## src/rtl/minsoc_wb_byte_ram_bridge.sv

```systemverilog
// Wishbone classic 32-bit slave in front of an 8-bit single-port RAM.
// Each word access becomes four fixed byte-lane slots (lane 0 = bits 31:24),
// followed by a data-capture cycle and a one-cycle registered ack.
module minsoc_wb_byte_ram_bridge #(
  parameter int aw = 11
) (
  input  logic          clk,
  input  logic          rst,
  input  logic          wb_cyc_i,
  input  logic          wb_stb_i,
  input  logic          wb_we_i,
  input  logic [31:0]   wb_adr_i,
  input  logic [3:0]    wb_sel_i,
  input  logic [31:0]   wb_dat_i,
  output logic [31:0]   wb_dat_o,
  output logic          wb_ack_o,
  output logic          ram_ce,
  output logic          ram_we,
  output logic          ram_oe,
  output logic [aw-1:0] ram_addr,
  output logic [7:0]    ram_di,
  input  logic [7:0]    ram_doq
);

  typedef enum logic [1:0] {IDLE, RUN, FIN, ACK} state_t;

  state_t       state_q, state_d;
  logic [1:0]   lane_q, lane_d;
  logic [aw-3:0] adr_q;
  logic [3:0]   sel_q;
  logic [31:0]  dat_q;
  logic         we_q;
  logic [31:0]  rbuf_q, rbuf_d;
  logic         rd_pend_q;
  logic [1:0]   rd_lane_q;
  logic         accept;
  logic         active;
  logic         fin_ok;

  // Upper address bits alias; low two bits are lane-generated internally.
  logic unused_adr;
  assign unused_adr = ^{wb_adr_i[31:aw], wb_adr_i[1:0]};

  assign accept = (state_q == IDLE) && wb_cyc_i && wb_stb_i && !wb_ack_o;
  assign active = (state_q == RUN) || (state_q == FIN);
  assign fin_ok = (state_q == FIN) && wb_cyc_i;

  // State and lane counter register.
  always_ff @(posedge clk) begin
    if (rst) begin
      state_q <= IDLE;
      lane_q  <= 2'd0;
    end else begin
      state_q <= state_d;
      lane_q  <= lane_d;
    end
  end

  // Next-state logic, RAM strobes and read-byte merge.
  // Lane L addresses byte L of the word; its data/sel bit index is 3-L == ~L.
  // Strobes are gated by cyc (abort) and rst so dropped lanes never issue.
  always_comb begin
    state_d  = state_q;
    lane_d   = lane_q;
    ram_ce   = 1'b0;
    ram_we   = 1'b0;
    ram_oe   = 1'b0;
    ram_addr = {adr_q, lane_q};
    ram_di   = dat_q[{~lane_q, 3'b000} +: 8];
    rbuf_d   = rbuf_q;
    case (state_q)
      IDLE: if (accept) begin
        state_d = RUN;
        lane_d  = 2'd0;
      end
      RUN: if (!wb_cyc_i) begin
        state_d = IDLE;
      end else begin
        lane_d = lane_q + 2'd1;
        if (lane_q == 2'd3) state_d = FIN;
      end
      FIN: state_d = wb_cyc_i ? ACK : IDLE;
      ACK: state_d = IDLE;
      default: state_d = IDLE;
    endcase
    if (state_q == RUN && wb_cyc_i && !rst && sel_q[~lane_q]) begin
      ram_ce = 1'b1;
      ram_we = we_q;
    end
    ram_oe = active && !we_q && !rst;
    if (rd_pend_q) rbuf_d[{~rd_lane_q, 3'b000} +: 8] = ram_doq;
  end

  // Capture registers, read buffer, and registered Wishbone response.
  // A read issued in cycle n is merged at the end of cycle n+1, so the
  // lane-3 byte lands during FIN and is folded straight into wb_dat_o.
  always_ff @(posedge clk) begin
    if (rst) begin
      adr_q     <= '0;
      sel_q     <= 4'd0;
      dat_q     <= 32'd0;
      we_q      <= 1'b0;
      rbuf_q    <= 32'd0;
      rd_pend_q <= 1'b0;
      rd_lane_q <= 2'd0;
      wb_ack_o  <= 1'b0;
      wb_dat_o  <= 32'd0;
    end else begin
      rd_pend_q <= ram_ce && !ram_we;
      rd_lane_q <= lane_q;
      wb_ack_o  <= fin_ok;
      if (accept) begin
        adr_q  <= wb_adr_i[aw-1:2];
        sel_q  <= wb_sel_i;
        dat_q  <= wb_dat_i;
        we_q   <= wb_we_i;
        rbuf_q <= 32'd0;
      end else begin
        rbuf_q <= rbuf_d;
      end
      if (fin_ok) wb_dat_o <= rbuf_d;
    end
  end

endmodule
```

## config.mk

```make
export PLATFORM = sky130hd
export DESIGN_NAME = minsoc_wb_byte_ram_bridge
export DESIGN_NICKNAME = d
export VERILOG_FILES = /design/src/rtl/minsoc_wb_byte_ram_bridge.sv
export SDC_FILE = /design/constraint.sdc
export NUM_CORES = 1
export LEC_CHECK = 0
export BUFFER_PORTS_ARGS = -buffer_cell sky130_fd_sc_hd__buf_2
export CELL_PAD_IN_SITES_DETAIL_PLACEMENT = 1
export CELL_PAD_IN_SITES_GLOBAL_PLACEMENT = 2
export CORE_ASPECT_RATIO = 0.6
export CORE_MARGIN = 4
export CORE_UTILIZATION = 30
export CTS_CLUSTER_DIAMETER = 30
export DETAILED_ROUTE_END_ITERATION = 12
export PLACE_DENSITY = 0.89
export SYNTH_ARGS = -nofsm -noshare
export SYNTH_HDL_FRONTEND = slang
export SYNTH_SLANG_ARGS = --single-unit
```

## constraint.sdc

```tcl
create_clock -name clk -period 2 [get_ports clk]
set_input_delay 0.1 -clock clk [delete_from_list [all_inputs] [get_ports clk]]
set_output_delay 0.1 -clock clk [all_outputs]
set_load 0.01 [all_outputs]
```

==> flow_metrics.env <==
export IMPL_status="completed"
export IMPL_clk_pin_slew_worst_paths_ns=0.05
export IMPL_via_per_inst=4.93
export IMPL_gp_congestion=0.770
export IMPL_drc=0
export IMPL_syn_area_per_cell_um2=9.23
export IMPL_fin_crit_sh_pct=97.3
export IMPL_yosysTopAreaCell="dfxtp_1"
export IMPL_crit_buf_inv=2
export IMPL_boundaryPins=136
export IMPL_num_vias=4222
export IMPL_rsz0062_at_grt="no"
export IMPL_drv_slew=0
export IMPL_cp_slowest_cell="mux4_1"
export IMPL_worstSetupEndpointType="primary output"
export IMPL_period_minus_slack_ns=1.95
export IMPL_finalClockSkew_ns=0.0125
export IMPL_hold_path_class="input port to flip-flop"
export IMPL_fmax_mhz=514
export IMPL_path_max_fanout=7
export IMPL_grt_pass1_vias=4539
export IMPL_crit_chain="buf_4, mux4_1, buf_2"
export IMPL_cap_violations=0
export IMPL_dr_pass1_iters=4
export IMPL_worstHoldStart="wb_cyc_i"
export IMPL_ant_nets=0
export IMPL_fin_area_mm2=0.00642
export IMPL_io_buffers=112
export IMPL_cts_tree="yes"
export IMPL_cp_num_cells=3
export IMPL_core_mm2=0.0146
export IMPL_slowest_delay_ns=0.61
export IMPL_cts_sinks=118
export IMPL_clockBufferDepth=2
export IMPL_p_leak_nw=2.71
export IMPL_root_buffer="clkbuf_16"
export IMPL_final_util_pct=43.9
export IMPL_netlist_area_mm2=0.00452
export IMPL_postCtsSetupRepairBufs=0
export IMPL_drt_iter0_markers=200
export IMPL_synth_edf_count=0
export IMPL_initial_core_util_pct=30.9
export IMPL_placed_cell_area_mm2=0.00529
export IMPL_antenna_found_initial=0
export IMPL_synth_cell_types=33
export IMPL_critPathTopFamily="multiplexers"
export IMPL_die_w_um=166
export IMPL_reg2reg_depth=6
export IMPL_num_rows=34
export IMPL_grt_overflow=0
export IMPL_worst_ep_required_time_ns=1.90
export IMPL_cts_buffers=17
export IMPL_grt_pass1_wl_um=23700
export IMPL_hold_violations=0
export IMPL_drive_above_1_share_pct=25.0
export IMPL_place_inst=778
export IMPL_fin_nets=737
export IMPL_ys_ff_latch=118
export IMPL_dieHeight_um=103
export IMPL_ir_worst_vdd_uv=541
export IMPL_ctsHtreeMaxLevel=4
export IMPL_startpoint="lane_q[1]"
export IMPL_startpoint_type="flip-flop"
export IMPL_wl_per_cell_um=17.6
export IMPL_syn_num_nets=581
export IMPL_yosys_area_top_type_share_pct=52.3
export IMPL_arrival_ns=1.85
export IMPL_tightest_slew_ns=0.608
export IMPL_async_reset_ff_share_pct=0
export IMPL_die_area_mm2=0.0172
export IMPL_syn_inst=490
export IMPL_dp_hpwl_um=10100
export IMPL_grt_max_degree=67
export IMPL_power_mw=6.60
export IMPL_ys_warn_count=0
export IMPL_hold_path_cell_count=3
export IMPL_setup_violations=0
export IMPL_path_class="flip-flop to primary output"
export IMPL_grt_usage_pct=17.5
export IMPL_yosysSeqAreaShare_pct=52.3
export IMPL_worstReg2RegStart="state_q[0]"
export IMPL_slew_headroom_pct=59.4
export IMPL_synthToLayoutAreaGrowth_pct=42.1
export IMPL_clock_latency_ns=0.41
export IMPL_yosys_top_cells_area="dfxtp_1 (52%), a21oi_1 (8.6%), nand2_1 (8.3%)"
export IMPL_dominantRegCellSynth="dfxtp_1"
export IMPL_num_fill_cells=1707
export IMPL_fin_tns_setup_ns=0
export IMPL_wl_um=15100
export IMPL_fin_cells=857
export IMPL_n_antenna_cell=0
export IMPL_power_density_mw_per_mm2=1030
==> layout by cell type, fill, tap and decap left out, drive strengths merged, types with 2 or more instances in the layout <==
cell type,instances
a21boi,4
a21oi,78
a22o,2
a31oi,4
a32oi,28
and2,4
and3b,4
and4b,2
buf,127
bufinv,5
clkbuf,19
clkinv,5
dfxtp,118
dlygate4sd3,47
ha,10
inv,9
mux2i,2
mux4,9
nand2,100
nor2,33
nor2b,3
nor3b,3
o21ai,34
==> per-stage QoR <==
step | worst slack, ns | hold WS (ns)
floorplan | 0.317 | 0.236
global placement | 0.344 | 0.343
detailed placement | 0.208 | 0.354
CTS | 0.0414 | 0.0336
global route | 0.0211 | 0.0521
finish | 0.0535 | 0.0485
==> Yosys cell counts (all sizes together) (7+ instances only) <==
library cell	count
dfxtp	118
mux4	9
nor2	33
a32oi	28
ha	10
a21oi	78
o21ai	34
buf	25
nand2	100
inv	7
clkbuf	12
==> state kept, by name, summed over array words and instances (netlist names) <==
name and cells:
adr_q 9, rd_pend_q 1, wb_dat_o 32, sel_q 4, we_q 1, rd_lane_q 2, state_q 2, dat_q 32
lane_q 2, rbuf_q 32, wb_ack_o 1
==> layout make-up <==
cell class                 instances  area, um^2  area share [%]
inverter                           7        26.3           0.409
sequential                       118        2360            36.8
clock buffer                      19         443            6.90
clock inverter                    13         219            3.41
multi-input combinational        328        1960            30.4
tap                              198         248            3.86
timing repair buffer             174        1170            18.2
==> power breakdown <==
| group | internal, mW | switching (mW) | leakage (nW) |
|---|---|---|---|
| Clock | 2.26 | 1.16 | 0.318 |
| Sequential | 2.44 | 0.0534 | 0.956 |
| Combinational | 0.297 | 0.380 | 1.43 |
| Total | 5.00 | 1.60 | 2.71 |
==> what timing repair did <==
action,in CTS,in global routing
endpoints found under the setup margin,5,0
endpoints found under the hold margin,46,0
hold buffers,47,0
gates resized for setup,1,0
==> cells by family after synthesis <==
group,synth area share [%]
AND/OR/NAND/NOR,15.0
AO/OA/AOI/OAI,20.0
flip-flops,52.3
buffers and inverters,4.51
multiplexers,5.51
adder cells (fa/ha/maj),2.77
==> worst min-delay path: cells and delay by family <==
kind	cells	cell delay [ns]
compound gates	1	0.08
buf+inv	1	0.15
mux	1	0.07
==> final timing paths <==
check	slack [ns]	end
worst min-delay path	0.05	state_q[1]
worst min register to register	0.45	dat_q[3]
worst max-delay path	0.05	ram_di[2]
worst max register to register	0.21	dat_q[11]
==> metal layers <==
layer  global-route usage (%)  up-vias  routed length (um)
li1                         -     2040                   -
met1                     22.1     2041                6810
met2                     29.8      127                7250
met3                     4.71       14                 896
met4                     5.41        0                 165
met5                        0        -                   0
Power figures use the tool's default switching activity.
